===== config.mk =====
export PLATFORM = sky130hd
export DESIGN_NAME = pi1_rrarb
export DESIGN_NICKNAME = d
export VERILOG_FILES = /design/src/rtl/pi1_pkg.sv /design/src/rtl/pi1_rrpick.sv /design/src/rtl/pi1_rrarb.sv
export SDC_FILE = /design/constraint.sdc
export NUM_CORES = 1
export LEC_CHECK = 0
export CORE_AREA = 4 4 80 82
export DETAILED_ROUTE_END_ITERATION = 8
export DIE_AREA = 0 0 84 86
export PLACE_DENSITY = 0.95
export SYNTH_ARGS = -nofsm -noshare
export SYNTH_HDL_FRONTEND = slang
export SYNTH_SLANG_ARGS = --single-unit
export TNS_END_PERCENT = 1

===== constraint.sdc =====
create_clock -name clk_i -period 4.5 [get_ports clk_i]
set_input_delay 0.45 -clock clk_i [delete_from_list [all_inputs] [get_ports clk_i]]
set_output_delay 0.45 -clock clk_i [all_outputs]
set_load 0.02 [all_outputs]

===== src/rtl/pi1_pkg.sv =====
// Shared PerInt definitions: op encodings and a constant-friendly clog2.
package pi1_pkg;

  localparam logic [1:0] PINOOP = 2'b00;
  localparam logic [1:0] PIWROP = 2'b01;
  localparam logic [1:0] PIRDOP = 2'b10;
  localparam logic [1:0] PIRWOP = 2'b11;

  function automatic int clog2(input int v);
    int r;
    r = 0;
    while ((1 << r) < v) r++;
    return r;
  endfunction

endpackage


===== src/rtl/pi1_rrpick.sv =====
// Rotate-priority picker: first requester after i_cur (wrapping), i_cur itself last.
module pi1_rrpick
  import pi1_pkg::*;
#(
  parameter int N = 2,
  localparam int IW = clog2(N)
) (
  input  logic [N-1:0]  i_req,
  input  logic [IW-1:0] i_cur,
  output logic [IW-1:0] o_nxt,
  output logic          o_any
);

  // Walk distances from farthest to nearest so the nearest requester wins.
  always_comb begin
    o_nxt = i_cur;
    o_any = |i_req;
    for (int d = N; d >= 1; d--) begin
      for (int j = 0; j < N; j++) begin
        if (i_req[j] && (j == ((int'(i_cur) + d) % N))) o_nxt = IW'(j);
      end
    end
  end

endmodule


===== src/rtl/pi1_rrarb.sv =====
// Round-robin PerInt arbiter: one slave shared by MASTERCOUNT masters with bounded
// bursts and routing of the single outstanding read back to its issuer.
module pi1_rrarb
  import pi1_pkg::*;
#(
  parameter int MASTERCOUNT = 2,
  parameter int ARCHBITSZ   = 16,
  parameter int BURSTMAX    = 4,
  localparam int ADDRBITSZ  = ARCHBITSZ - clog2(ARCHBITSZ / 8),
  localparam int SELW       = ARCHBITSZ / 8,
  localparam int GW         = clog2(MASTERCOUNT)
) (
  input  logic                            clk_i,
  input  logic                            rst_i,
  input  logic [2*MASTERCOUNT-1:0]         m_op_i_flat,
  input  logic [ADDRBITSZ*MASTERCOUNT-1:0] m_addr_i_flat,
  input  logic [ARCHBITSZ*MASTERCOUNT-1:0] m_data_i_flat,
  output logic [ARCHBITSZ*MASTERCOUNT-1:0] m_data_o_flat,
  input  logic [SELW*MASTERCOUNT-1:0]      m_sel_i_flat,
  output logic [MASTERCOUNT-1:0]           m_rdy_o_flat,
  output logic [1:0]                      s_op_o,
  output logic [ADDRBITSZ-1:0]            s_addr_o,
  output logic [ARCHBITSZ-1:0]            s_data_o,
  output logic [SELW-1:0]                 s_sel_o,
  input  logic [ARCHBITSZ-1:0]            s_data_i,
  input  logic                            s_rdy_i,
  output logic [GW-1:0]                   gnt_o
);

  localparam int BW = clog2(BURSTMAX) + 1;
  localparam logic [BW-1:0] BLAST = BW'(BURSTMAX - 1);

  logic [1:0]           w_mop   [MASTERCOUNT];
  logic [ADDRBITSZ-1:0] w_maddr [MASTERCOUNT];
  logic [ARCHBITSZ-1:0] w_mdat  [MASTERCOUNT];
  logic [SELW-1:0]      w_msel  [MASTERCOUNT];
  logic [MASTERCOUNT-1:0] w_req;

  logic [GW-1:0]        r_gnt;
  logic [BW-1:0]        r_bcnt;
  logic                 r_pend;
  logic [GW-1:0]        r_pidx;
  logic                 r_prd;
  logic [ARCHBITSZ-1:0] r_mdato [MASTERCOUNT];

  logic          w_blocked;
  logic [1:0]    w_sop;
  logic          w_acc;
  logic          w_rot;
  logic [GW-1:0] w_nxt;
  logic          w_any;

  for (genvar gi = 0; gi < MASTERCOUNT; gi++) begin : g_port
    assign w_mop[gi]   = m_op_i_flat[2*gi +: 2];
    assign w_maddr[gi] = m_addr_i_flat[ADDRBITSZ*gi +: ADDRBITSZ];
    assign w_mdat[gi]  = m_data_i_flat[ARCHBITSZ*gi +: ARCHBITSZ];
    assign w_msel[gi]  = m_sel_i_flat[SELW*gi +: SELW];
    assign w_req[gi]   = (w_mop[gi] != PINOOP);
    assign m_data_o_flat[ARCHBITSZ*gi +: ARCHBITSZ] = r_mdato[gi];
    assign m_rdy_o_flat[gi] = (r_gnt == GW'(gi)) && s_rdy_i && !w_blocked;
  end

  // The granted master keeps the grant but is stalled while its own read is in flight.
  assign w_blocked = r_pend && r_prd && (r_pidx == r_gnt);
  assign w_sop     = w_blocked ? PINOOP : w_mop[r_gnt];
  assign w_acc     = s_rdy_i && (w_sop != PINOOP);
  assign w_rot     = (!w_blocked && (w_mop[r_gnt] == PINOOP)) ||
                     (w_acc && (r_bcnt == BLAST));

  assign s_op_o   = w_sop;
  assign s_addr_o = w_maddr[r_gnt];
  assign s_data_o = w_mdat[r_gnt];
  assign s_sel_o  = w_msel[r_gnt];
  assign gnt_o    = r_gnt;

  pi1_rrpick #(
    .N (MASTERCOUNT)
  ) u_pick (
    .i_req (w_req),
    .i_cur (r_gnt),
    .o_nxt (w_nxt),
    .o_any (w_any)
  );

  // Grant and burst counter.
  always_ff @(posedge clk_i or posedge rst_i) begin
    if (rst_i) begin
      r_gnt  <= '0;
      r_bcnt <= '0;
    end else if (w_rot) begin
      r_gnt  <= w_any ? w_nxt : r_gnt;
      r_bcnt <= '0;
    end else if (w_acc) begin
      r_bcnt <= r_bcnt + 1'b1;
    end
  end

  // Outstanding-op tracking; capture uses the previous pidx even when a new op issues.
  always_ff @(posedge clk_i or posedge rst_i) begin
    if (rst_i) begin
      r_pend <= 1'b0;
      r_pidx <= '0;
      r_prd  <= 1'b0;
      for (int i = 0; i < MASTERCOUNT; i++) r_mdato[i] <= '0;
    end else if (s_rdy_i) begin
      if (r_pend && r_prd) r_mdato[r_pidx] <= s_data_i;
      r_pend <= w_acc;
      r_pidx <= r_gnt;
      r_prd  <= w_sop[1];
    end
  end

endmodule


-- Word level (Yosys, flattened, before mapping)
Cells that the tools add are included.
- add/subtract/negate cells: 3
- muxes and demuxes: 22
- equality and inequality tests: 4
- bitwise operators: 5
- reduce and logical (&&, ||, !) cells: 27
- magnitude comparators: 3
- operator list (cell ; number):
    $logic_not A32 Y1 ; 2
    $mux W16 ; 4
    $mux W15 ; 3
    $bwmux W32 ; 1
    $demux W16 S1 ; 1
    $logic_and A1 B1 Y1 ; 14
    $mux W2 ; 7
    $reduce_bool A2 Y1 ; 4
    $mux W3 ; 2
    $eq A2 B2 Y1 const A ; 2
    $ge A2 B2 Y1 const B ; 2
    $mux W1 ; 4
    $not A1 Y2 ; 2
    $reduce_bool A4 Y1 ; 1
    $add A3 B1 Y3 const B ; 1
    $eq A3 B2 Y1 const B ; 1
    $reduce_and A3 Y1 ; 1
    $add A1 B1 Y1 const B ; 2
    $and A1 B1 Y1 const A ; 2
    $logic_not A2 Y1 ; 1
    $lt A2 B1 Y1 const B ; 1
    $reduce_and A2 Y1 ; 1
    $reduce_or A2 Y1 ; 1
    $eq A1 B1 Y1 ; 1
    3 further kinds ; 3
- logic and storage cells: 71
- register bits after elaboration: 39
- input port bits: 89

-- Depth between registers and ports, before layout
Gate-level depths: netlist (run 1).
- depth after elaboration: 10
- depth in mapped cells: 5

-- By module
From an unflattened synthesis (run 1), not the netlist that was laid out.
- cell total of the unflattened synthesis: 156
- area, all modules: 2104.5 um2
- modules (own cells, without submodules) (module ; times used ; sequential area each (um2) ; cells an instance ; area each (um2)):
    pi1_rrarb ; 1 ; 975.9 ; 153 ; 2089.5
    pi1_rrpick ; 1 ; 0.0 ; 3 ; 15.0

-- Least setup slack after synthesis (run 1)
Ideal clock, no wire load.
- path type: register -> output
- start point: register r_gnt, in the netlist gnt_o
- end point: output m_rdy_o_flat[1]
- cell stages (with the launch flop): 5
- required time: 4050 ps
- buffers on the path: 2
- setup slack: 2481 ps
- arrival: 1569 ps
- path through: dfrtp_1 > clkbuf_1 > buf_2 > nand2_1 > a31oi_1
- cells in the longest elaborated chain, start to end: 4
- RTL lines (what ; RTL line ; source):
    start, declared ; pi1_rrarb.sv:39 ; logic [GW-1:0] r_gnt;
    start signal, assigned ; pi1_rrarb.sv:91 ; r_gnt <= w_any ? w_nxt : r_gnt;
    $eq A1 B1 Y1 ; pi1_rrarb.sv:64 ; assign w_blocked = r_pend && r_prd && (r_pidx == r_gnt);
    $logic_and A1 B1 Y1 ; pi1_rrarb.sv:64 ;
    $logic_not A1 Y1 ; pi1_rrarb.sv:60 ; assign m_rdy_o_flat[gi] = (r_gnt == GW'(gi)) && s_rdy_i && !w_blocked;
    $logic_and A1 B1 Y1 (*) ; pi1_rrarb.sv:60 ;
    end, declared ; pi1_rrarb.sv:20 ; output logic [MASTERCOUNT-1:0] m_rdy_o_flat,
Every way passes the cells marked *; elsewhere a longest branch is shown, timed or not.

-- Worst setup path after layout (run 1)
- start point: input s_rdy_i
- end point: output m_rdy_o_flat[0]
- cells in the longest elaborated chain, start to end: 2
- RTL lines (what ; RTL line ; source):
    start, declared ; pi1_rrarb.sv:26 ; input logic s_rdy_i,
    $logic_and A1 B1 Y1 (2 in series) ; pi1_rrarb.sv:60 ;
Every way passes these cells.

==> results_dict.tcl, run 1 <==
set metrics [dict create \
    status "finished clean" \
    p_total_mw 2.39 \
    firstDrtPassIters 4 \
    reg2reg_to "m_data_o_flat[4]" \
    cts_resized 0 \
    dpl.hpwl_um 5630 \
    min_to "r_bcnt[2]" \
    clkTransAtPathRegs_ns 0.07 \
    place.gp.congestion 0.858 \
    p_leak_nw 1.53 \
    critPathCaptureType "output port" \
    maxSlewViolCount 0 \
    seqCellArea_um2 976 \
    critical_path.max_fanout 10 \
    die_height_um 86 \
    antenna_found_initial 0 \
    setup_tns_ns 0 \
    synth_nets 239 \
    gr-usage-all-layers_pct 18.8 \
    fmax_ghz 0.375 \
    start_kind "input port" \
    worstPathCellList "clkdlybuf4s50_1 > inv_1 > a311oi_1 > clkdlybuf4s50_1" \
    slew_headroom_pct 38.8 \
    hold_viol 0 \
    clk_path_buf_depth 2 \
    ys_seq_area_share_pct 49.0 \
    viasPerCell 4.80 \
    clock_skew_ns 0.0124 \
    multiInputGateArea_um2 963 \
    fp.dieW_um 84 \
    synth_area_um2 1990 \
    grt_pass1_vias 1946 \
    clock_latency_ns 0.30 \
    synthArstFlopShare_pct 100 \
    period_needed_ns 2.67 \
    fill_cells 446 \
    num-nets-final 399 \
    num_vias 1842 \
    rsz0062_at_grt "no" \
    drc 0 \
    cts_root_buf "clkbuf_8" \
    max_stage_delay_ns 0.69 \
    critPathRequiredTime_ns 4.05 \
    postRouteWirelength_um 6880 \
    synth_edf_count 0 \
    grt_max_degree 42 \
    cts_sinks 39 \
    peakVddDrop_mv 0.441 \
    cts_tree "built" \
    drv_cap 0 \
    drt-initial-drc-count 21 \
    fin_crit_sh_pct 59.3 \
    portBuffers 158 \
    avgSynthCellArea_um2 13.5 \
    synth_common_cells "68 x mux2_2, 39 x dfrtp_1, 6 x buf_2, 6 x nor2_1, 5 x inv_1" \
    setup_viol 0 \
    r2r_slack_ns 2.54 \
    tightest_slew_ns 0.915 \
    hp-class "flop to flop" \
    min_from "r_bcnt[2]" \
    die_area_um2 7220 \
    cts_buffers 5 \
    diodes 0 \
    grt_pass1_wl_um 10600 \
    crit_arrival_ns 2.22 \
    reg2regPathDepth 3 \
    synth.largest_area_cell "dfrtp_1" \
    place_inst 376 \
    synth_top_area_share_pct 49.0 \
    yosys.cell_types.count 24 \
    synth_flop_cell "dfrtp_1" \
    area_growth_pct 88.8 \
    timing.critical_path.mode_cell "clkdlybuf4s50_1" \
    boundaryPins 159 \
    powerDensity_nw_per_um2 636 \
    synth_warnings 0 \
    rr_startpoint "r_pidx" \
    routedWlPerCell_um 17.9 \
    synth_most_common_cell "mux2_2" \
    yosys-top-cells-area "dfrtp_1 49%, mux2_2 38%, buf_2 1.5%" \
    criticalPathCategory "input port to output port" \
    core_area_um2 5750 \
    holdBufCountCts 0 \
    slowest_stage "clkdlybuf4s50_1" \
    grt_overflow 0 \
    ys_seq_elements 39 \
    ant_nets 0 \
    h-tree-depth 2 \
    hold_path_depth 1 \
    drive_gt1_share_pct 25.2 \
    synthCells 148 \
    rows 28 \
    cts_setup_buffers 0 \
    initial_core_util_pct 34.7 \
    fin_cells 384 \
]
-- metal layers --
metal	track usage [%]	share of wire [%]	vias to the layer above
met4	5.26	1.5	0
met5	0	0	-
met2	34.3	51	101
li1	-	-	862
met1	20.4	38	870
met3	7.20	9.6	9
-- where the power goes --
group	internal, mW	switching [mW]	total (mW)
logic	0.791	0.679	1.47
registers	0.525	0.104	0.629
clock network	0.165	0.127	0.292
total	1.48	0.909	2.39
-- sequential cells by signal (all words and copies together), names as in the netlist --
register,cells
r_pidx,1
m_data_o_flat,32
gnt_o,1
r_prd,1
r_pend,1
r_bcnt,3
-- cell type report --
| type | count | area share, % |
|---|---|---|
| Tap cell | 75 | 2.50 |
| Sequential cell | 39 | 25.9 |
| Timing Repair Buffer | 160 | 42.4 |
| Inverter | 5 | 0.499 |
| Clock buffer | 5 | 1.83 |
| Clock inverter | 3 | 1.16 |
| Multi-Input combinational cell | 97 | 25.6 |
-- worst max-delay path: cells and delay by family --
family | cells | cell delay [ns]
buffers and inverters | 3 | 1.44
AOI/OAI and AO/OA | 1 | 0.32
-- cells by family (layout without fill, tap and decap cells) --
family,after synthesis,in the layout,synth area share (%)
simple gates,15,15,3.83
flops,39,39,49.0
xor+xnor,1,1,0.440
mux,70,70,39.4
buf+inv,12,173,2.64
fa+ha+maj,2,2,1.26
compound gates,9,9,3.39
-- stage by stage --
stage          util, %  hold WS (ns)  worst slack [ns]  cell area [um2]
3_5_place_dp      63.5         0.476              1.85             3650
6_report          65.5         0.492              1.83             3760
5_1_grt           65.5         0.515              1.71             3760
4_1_cts           65.5         0.497              1.84             3760
3_3_place_gp      63.5         0.476              1.90             3650
2_1_floorplan        -         0.456              2.48             1990
-- worst max path at each step --
| stage | from | endpoint | cells after the start |
|---|---|---|---|
| final | s_rdy_i | m_rdy_o_flat[0] | 4 |
| after global routing | gnt_o | s_op_o[0] | 5 |
| after floorplan | gnt_o | m_rdy_o_flat[1] | 4 |
| after CTS | s_rdy_i | m_rdy_o_flat[0] | 4 |
| after detailed placement | s_rdy_i | m_rdy_o_flat[0] | 4 |
| after global placement | s_rdy_i | m_rdy_o_flat[0] | 4 |
-- cells in the final DEF (no fill, tap or decap), types with 2 or more instances in the layout --
cell,instances
clkdlybuf4s50_1,158
mux2_2,68
dfrtp_1,39
nor2_1,6
inv_1,5
clkbuf_8,5
nand2_1,2
mux2i_1,2
o2bb2ai_1,2
nand4_1,2
ha_1,2
buf_4,2
Power figures use the tool's default switching activity.
==> inputs of run 2 (changes only) <==
CORE_AREA = 4 4 87 89   (was 4 4 80 82)
DIE_AREA = 0 0 91 93   (was 0 0 84 86)
PLACE_DENSITY = 0.87   (was 0.95)
clock period = 2.4 ns   (was 4.5 ns; I/O delays follow)
==> run 2 against run 1 <==
Net effect: power up 83%; routed wire length up 1.1%; clock skew fell by 0.0069 ns; global-route usage down 2.8 points; worst setup slack got worse by 1.6 ns; non-clock buffer count grew 3; sequential power up 88%; flip-flop and latch count stayed put; utilization shrank 9.7 points; hold slack worse by 0.13 ns; register-to-register slack worse by 1.9 ns; final cell count grew 1.8%; highest routed layer unchanged.
==> results_dict.tcl, run 2 (synthesis results as in run 1) <==
set metrics [dict create \
    cts_setup_buffers 0 \
    viasPerCell 4.67 \
    slowest_stage "clkdlybuf4s50_1" \
    fin_cells 391 \
    drive_gt1_share_pct 26.0 \
    postRouteWirelength_um 6950 \
    slew_headroom_pct 68.2 \
    grt_max_degree 41 \
    layout_commonest_cell "clkdlybuf4s50_1" \
    worstPathCellList "buf_12 > a311oi_1 > clkdlybuf4s50_1" \
    clkTransAtPathRegs_ns 0.07 \
    rows 30 \
    place.gp.congestion 0.791 \
    netSwitchingFraction_pct 38.6 \
    clock_skew_ns 0.00545 \
    die_height_um 93 \
    cts_tree "built" \
    place_inst 384 \
    initial_core_util_pct 29.5 \
    grt_pass1_vias 1958 \
    largest_reg_flops 32 \
    clk_path_buf_depth 2 \
    grt_overflow 0 \
    core_area_um2 6760 \
    p_comb_share_pct 63.7 \
    firstDrtPassIters 5 \
    peakVddDrop_mv 0.578 \
    drc 0 \
    routedWlPerCell_um 17.8 \
    hold_viol 0 \
    dpl.hpwl_um 5550 \
    die_area_um2 8460 \
    status "finished clean" \
    switchingPower_mw 1.69 \
    setup_tns_ns 0 \
    p_leak_nw 1.54 \
    portBuffers 158 \
    period_needed_ns 2.20 \
    holdWs_ns 0.366 \
    p_int_mw 2.69 \
    drt-initial-drc-count 23 \
    p_seq_share_pct 26.8 \
    criticalPathCategory "flop to output port" \
    cts_buffers 5 \
    grt_pass1_wl_um 10700 \
    place_area_um2 3690 \
    critPathRequiredTime_ns 2.16 \
    p_total_mw 4.39 \
    crit_arrival_ns 1.96 \
    cts_resized 0 \
    start_kind "flop" \
    clock_latency_ns 0.28 \
    antenna_found_initial 0 \
    tightest_slew_ns 0.477 \
    diodes 0 \
    boundaryPins 159 \
    fin_crit_sh_pct 91.8 \
    cts_sinks 39 \
    maxSlewViolCount 0 \
    fmax_ghz 0.454 \
    gr-usage-all-layers_pct 16.0 \
    hp-class "input port to asynchronous set/reset pin" \
    max_stage_delay_ns 0.68 \
    final_cell_mix "157 x clkdlybuf4s50_1, 68 x mux2_2, 39 x dfrtp_1, 6 x nor2_1" \
    h-tree-depth 2 \
    finalInstanceArea_um2 3770 \
    drv_cap 0 \
    powerDensity_nw_per_um2 1160 \
    area_growth_pct 89.3 \
    setup_viol 0 \
    cts_root_buf "clkbuf_8" \
    critical_path.max_fanout 40 \
    num-nets-final 402 \
    num_vias 1827 \
    rsz0062_at_grt "no" \
    ant_nets 0 \
    holdBufCountCts 0 \
    fp.dieW_um 91 \
    critPathCaptureType "output port" \
    clkPwrFrac_pct 9.5 \
]
==> run 2: changes by cell type in the layout (fill, tap and decap cells not counted), sizes merged <==
cell	before	now
clkdlybuf4s50	158	157
bufinv	1	0
buf	2	6
==> run 2: cell type report <==
class                           count  area, um2
Clock buffer                        5       68.8
Clock inverter                      2       13.8
Fill cell                         588       2990
Inverter                            5       18.8
Multi-Input combinational cell     97        963
Sequential cell                    39        976
Tap cell                           80        100
Timing Repair Buffer              163       1630
==> run 2: power groups by stage <==
| stage | Sequential, mW | Combinational, mW | Clock, mW |
|---|---|---|---|
| detailed placement | 1.18 | 2.83 | 0 |
| floorplan | 1.52 | 1.13 | 0 |
| global route | 1.22 | 2.96 | 0.476 |
| CTS | 1.18 | 2.84 | 0.445 |
| global placement | 1.17 | 2.79 | 0 |
| finish | 1.18 | 2.79 | 0.416 |
==> run 2: path summary, 6_finish.rpt <==
kind | depth (start not counted) | to | from | slack, ns
max | 3 | m_rdy_o_flat[0] | gnt_o | 0.20
min | 3 | m_data_o_flat[31] | rst_i | 0.37
max reg2reg | 4 | r_bcnt[1] | gnt_o | 0.65
min reg2reg | 1 | m_data_o_flat[18] | m_data_o_flat[18] | 0.51
max in group asynchronous | 3 | m_data_o_flat[26] | rst_i | 1.70
min in group clk_i | 1 | m_data_o_flat[18] | m_data_o_flat[18] | 0.51
==> run 2: critical path: cells and delay by family, from the launching register on <==
kind                   cells  cell delay [ns]
AO/OA/AOI/OAI              1             0.37
buffers and inverters      2             0.88
flip-flops                 1             0.42
==> run 2: layer usage <==
layer | up-vias | wire length, um | track usage [%]
met3 | 8 | 739 | 6.52
met5 | - | 0 | 0
li1 | 861 | - | -
met1 | 853 | 2670 | 18.0
met2 | 105 | 3470 | 28.4
met4 | 0 | 70 | 3.77
==> run 2: per-stage QoR <==
stage,setup WS (ns),util (%)
2_1_floorplan,0.591,-
3_3_place_gp,0.454,54.6
3_5_place_dp,0.396,54.6
4_1_cts,0.172,55.8
5_1_grt,0.103,55.8
6_report,0.197,55.8
==> inputs of run 3 (changes only) <==
PLACE_DENSITY = 0.84   (was 0.87)
==> run 3 against run 2 <==
Net effect: first-iteration DRC count grew 100%; worst setup slack gained 0.016 ns; register-to-register slack worse by 0.06 ns; die area unchanged; non-clock buffer count did not move; sequential share of layout area shrank 0.094 points; count of clock-buffer cells in the layout is 2 higher; routed wire length shrank 3.1%; final cell count increased by 0.26%; clock skew fell by 0.0025 ns; combinational power barely moved; critical path type unchanged; highest routed layer unchanged.
==> results_dict.tcl, run 3 (synthesis results as in run 1) <==
set metrics [dict create \
    clk_path_buf_depth 2 \
    routedWlPerCell_um 17.2 \
    num_vias 1863 \
    peakVddDrop_mv 0.715 \
    clock_skew_ns 0.00298 \
    antenna_found_initial 0 \
    tightest_slew_ns 0.592 \
    powerDensity_nw_per_um2 1150 \
    boundaryPins 159 \
    rsz0062_at_grt "no" \
    start_kind "flop" \
    final_cell_mix "158 x clkdlybuf4s50_1, 68 x mux2_2, 39 x dfrtp_1, 6 x nor2_1" \
    worst_slack_ns 0.213 \
    setup_tns_ns 0 \
    cpLargestDelayFamily "buffers and inverters" \
    seqCellArea_um2 976 \
    fmax_ghz 0.457 \
    critical_path.max_fanout 40 \
    dp_slack_ns 0.420 \
    cts_sinks 39 \
    dpl.hpwl_um 5430 \
    p_leak_nw 1.54 \
    holdBufCountCts 0 \
    multiInputGateArea_um2 963 \
    r2r_slack_ns 0.59 \
    cts_buffers 5 \
    place_area_um2 3700 \
    viasPerCell 4.75 \
    maxSlewViolCount 0 \
    hold_viol 0 \
    gr-usage-all-layers_pct 15.5 \
    core_area_um2 6760 \
    layout_commonest_cell "clkdlybuf4s50_1" \
    fin_util_pct 56.0 \
    grt_max_degree 41 \
    slowest_stage "clkdlybuf4s50_1" \
    cts_setup_buffers 0 \
    fin_crit_sh_pct 91.1 \
    die_area_um2 8460 \
    reg2regPathDepth 4 \
    worstPathCellList "buf_12 > a311oi_1 > clkdlybuf4s50_1" \
    rr_startpoint "gnt_o" \
    portBuffers 158 \
    h-tree-depth 2 \
    hp-class "input port to asynchronous set/reset pin" \
    slew_headroom_pct 60.5 \
    finalInstanceArea_um2 3780 \
    cts_resized 0 \
    area_growth_pct 89.9 \
    crit_arrival_ns 1.95 \
    drc 0 \
    num-nets-final 402 \
    initial_core_util_pct 29.5 \
    clkTransAtPathRegs_ns 0.07 \
    critPathRequiredTime_ns 2.16 \
    die_height_um 93 \
    fp.dieW_um 91 \
    setup_viol 0 \
    drive_gt1_share_pct 25.3 \
    grt_pass1_vias 1994 \
    reg2reg_to "r_bcnt[2]" \
    largest_reg_flops 32 \
    period_needed_ns 2.19 \
    grt_pass1_wl_um 10600 \
    path_buf_inv 2 \
    diodes 0 \
    cts_root_buf "clkbuf_8" \
    cts_tree "built" \
    postRouteWirelength_um 6740 \
    fill_cells 591 \
    critPathCaptureType "output port" \
    drt-initial-drc-count 46 \
    status "finished clean" \
    place_inst 384 \
    criticalPathCategory "flop to output port" \
    fin_cells 392 \
    clock_latency_ns 0.28 \
    grt_overflow 0 \
    max_stage_delay_ns 0.68 \
    drv_cap 0 \
    rows 30 \
    ant_nets 0 \
    firstDrtPassIters 4 \
    place.gp.congestion 0.839 \
]
-- run 3: worst max path at each step --
stage                 endpoint  cells after the start     from  slack [ns]
2_1_floorplan  m_rdy_o_flat[1]                      4    gnt_o        0.59
3_3_place_gp   m_rdy_o_flat[0]                      4  s_rdy_i        0.45
3_5_place_dp   m_rdy_o_flat[0]                      4  s_rdy_i        0.42
4_1_cts        m_rdy_o_flat[0]                      3    gnt_o        0.20
5_1_grt              s_op_o[1]                      4   r_pidx        0.15
6_report       m_rdy_o_flat[0]                      3    gnt_o        0.21
-- run 3: power by group --
part / total [mW] / internal [mW] / switching (mW)
Combinational: 2.77 / 1.51 / 1.26
Sequential: 1.18 / 0.986 / 0.191
Clock: 0.411 / 0.204 / 0.207
Total: 4.36 / 2.70 / 1.66
-- run 3: final cells by class --
| cell class | instances | share of cell area (%) |
|---|---|---|
| clock buffers | 7 | 2.02 |
| clock inverters | 1 | 0.132 |
| inverters | 5 | 0.496 |
| multi-input cells | 97 | 25.5 |
| flip-flops and latches | 39 | 25.8 |
| well taps | 80 | 2.65 |
| repair buffers | 163 | 43.5 |
-- run 3: per-layer routing --
metal / vias up / track usage [%] / share of wire [%]
met5: - / 0 / 0
met4: 0 / 2.64 / 0.68
met3: 5 / 6.03 / 9.6
met2: 97 / 28.4 / 53
met1: 898 / 17.2 / 37
li1: 863 / - / -
-- run 3: stage by stage --
step	hold slack (ns)	power, mW
CTS	0.327	4.43
finish	0.320	4.36
detailed placement	0.491	3.99
global route	0.378	4.61
global placement	0.474	3.93
floorplan	0.391	2.65
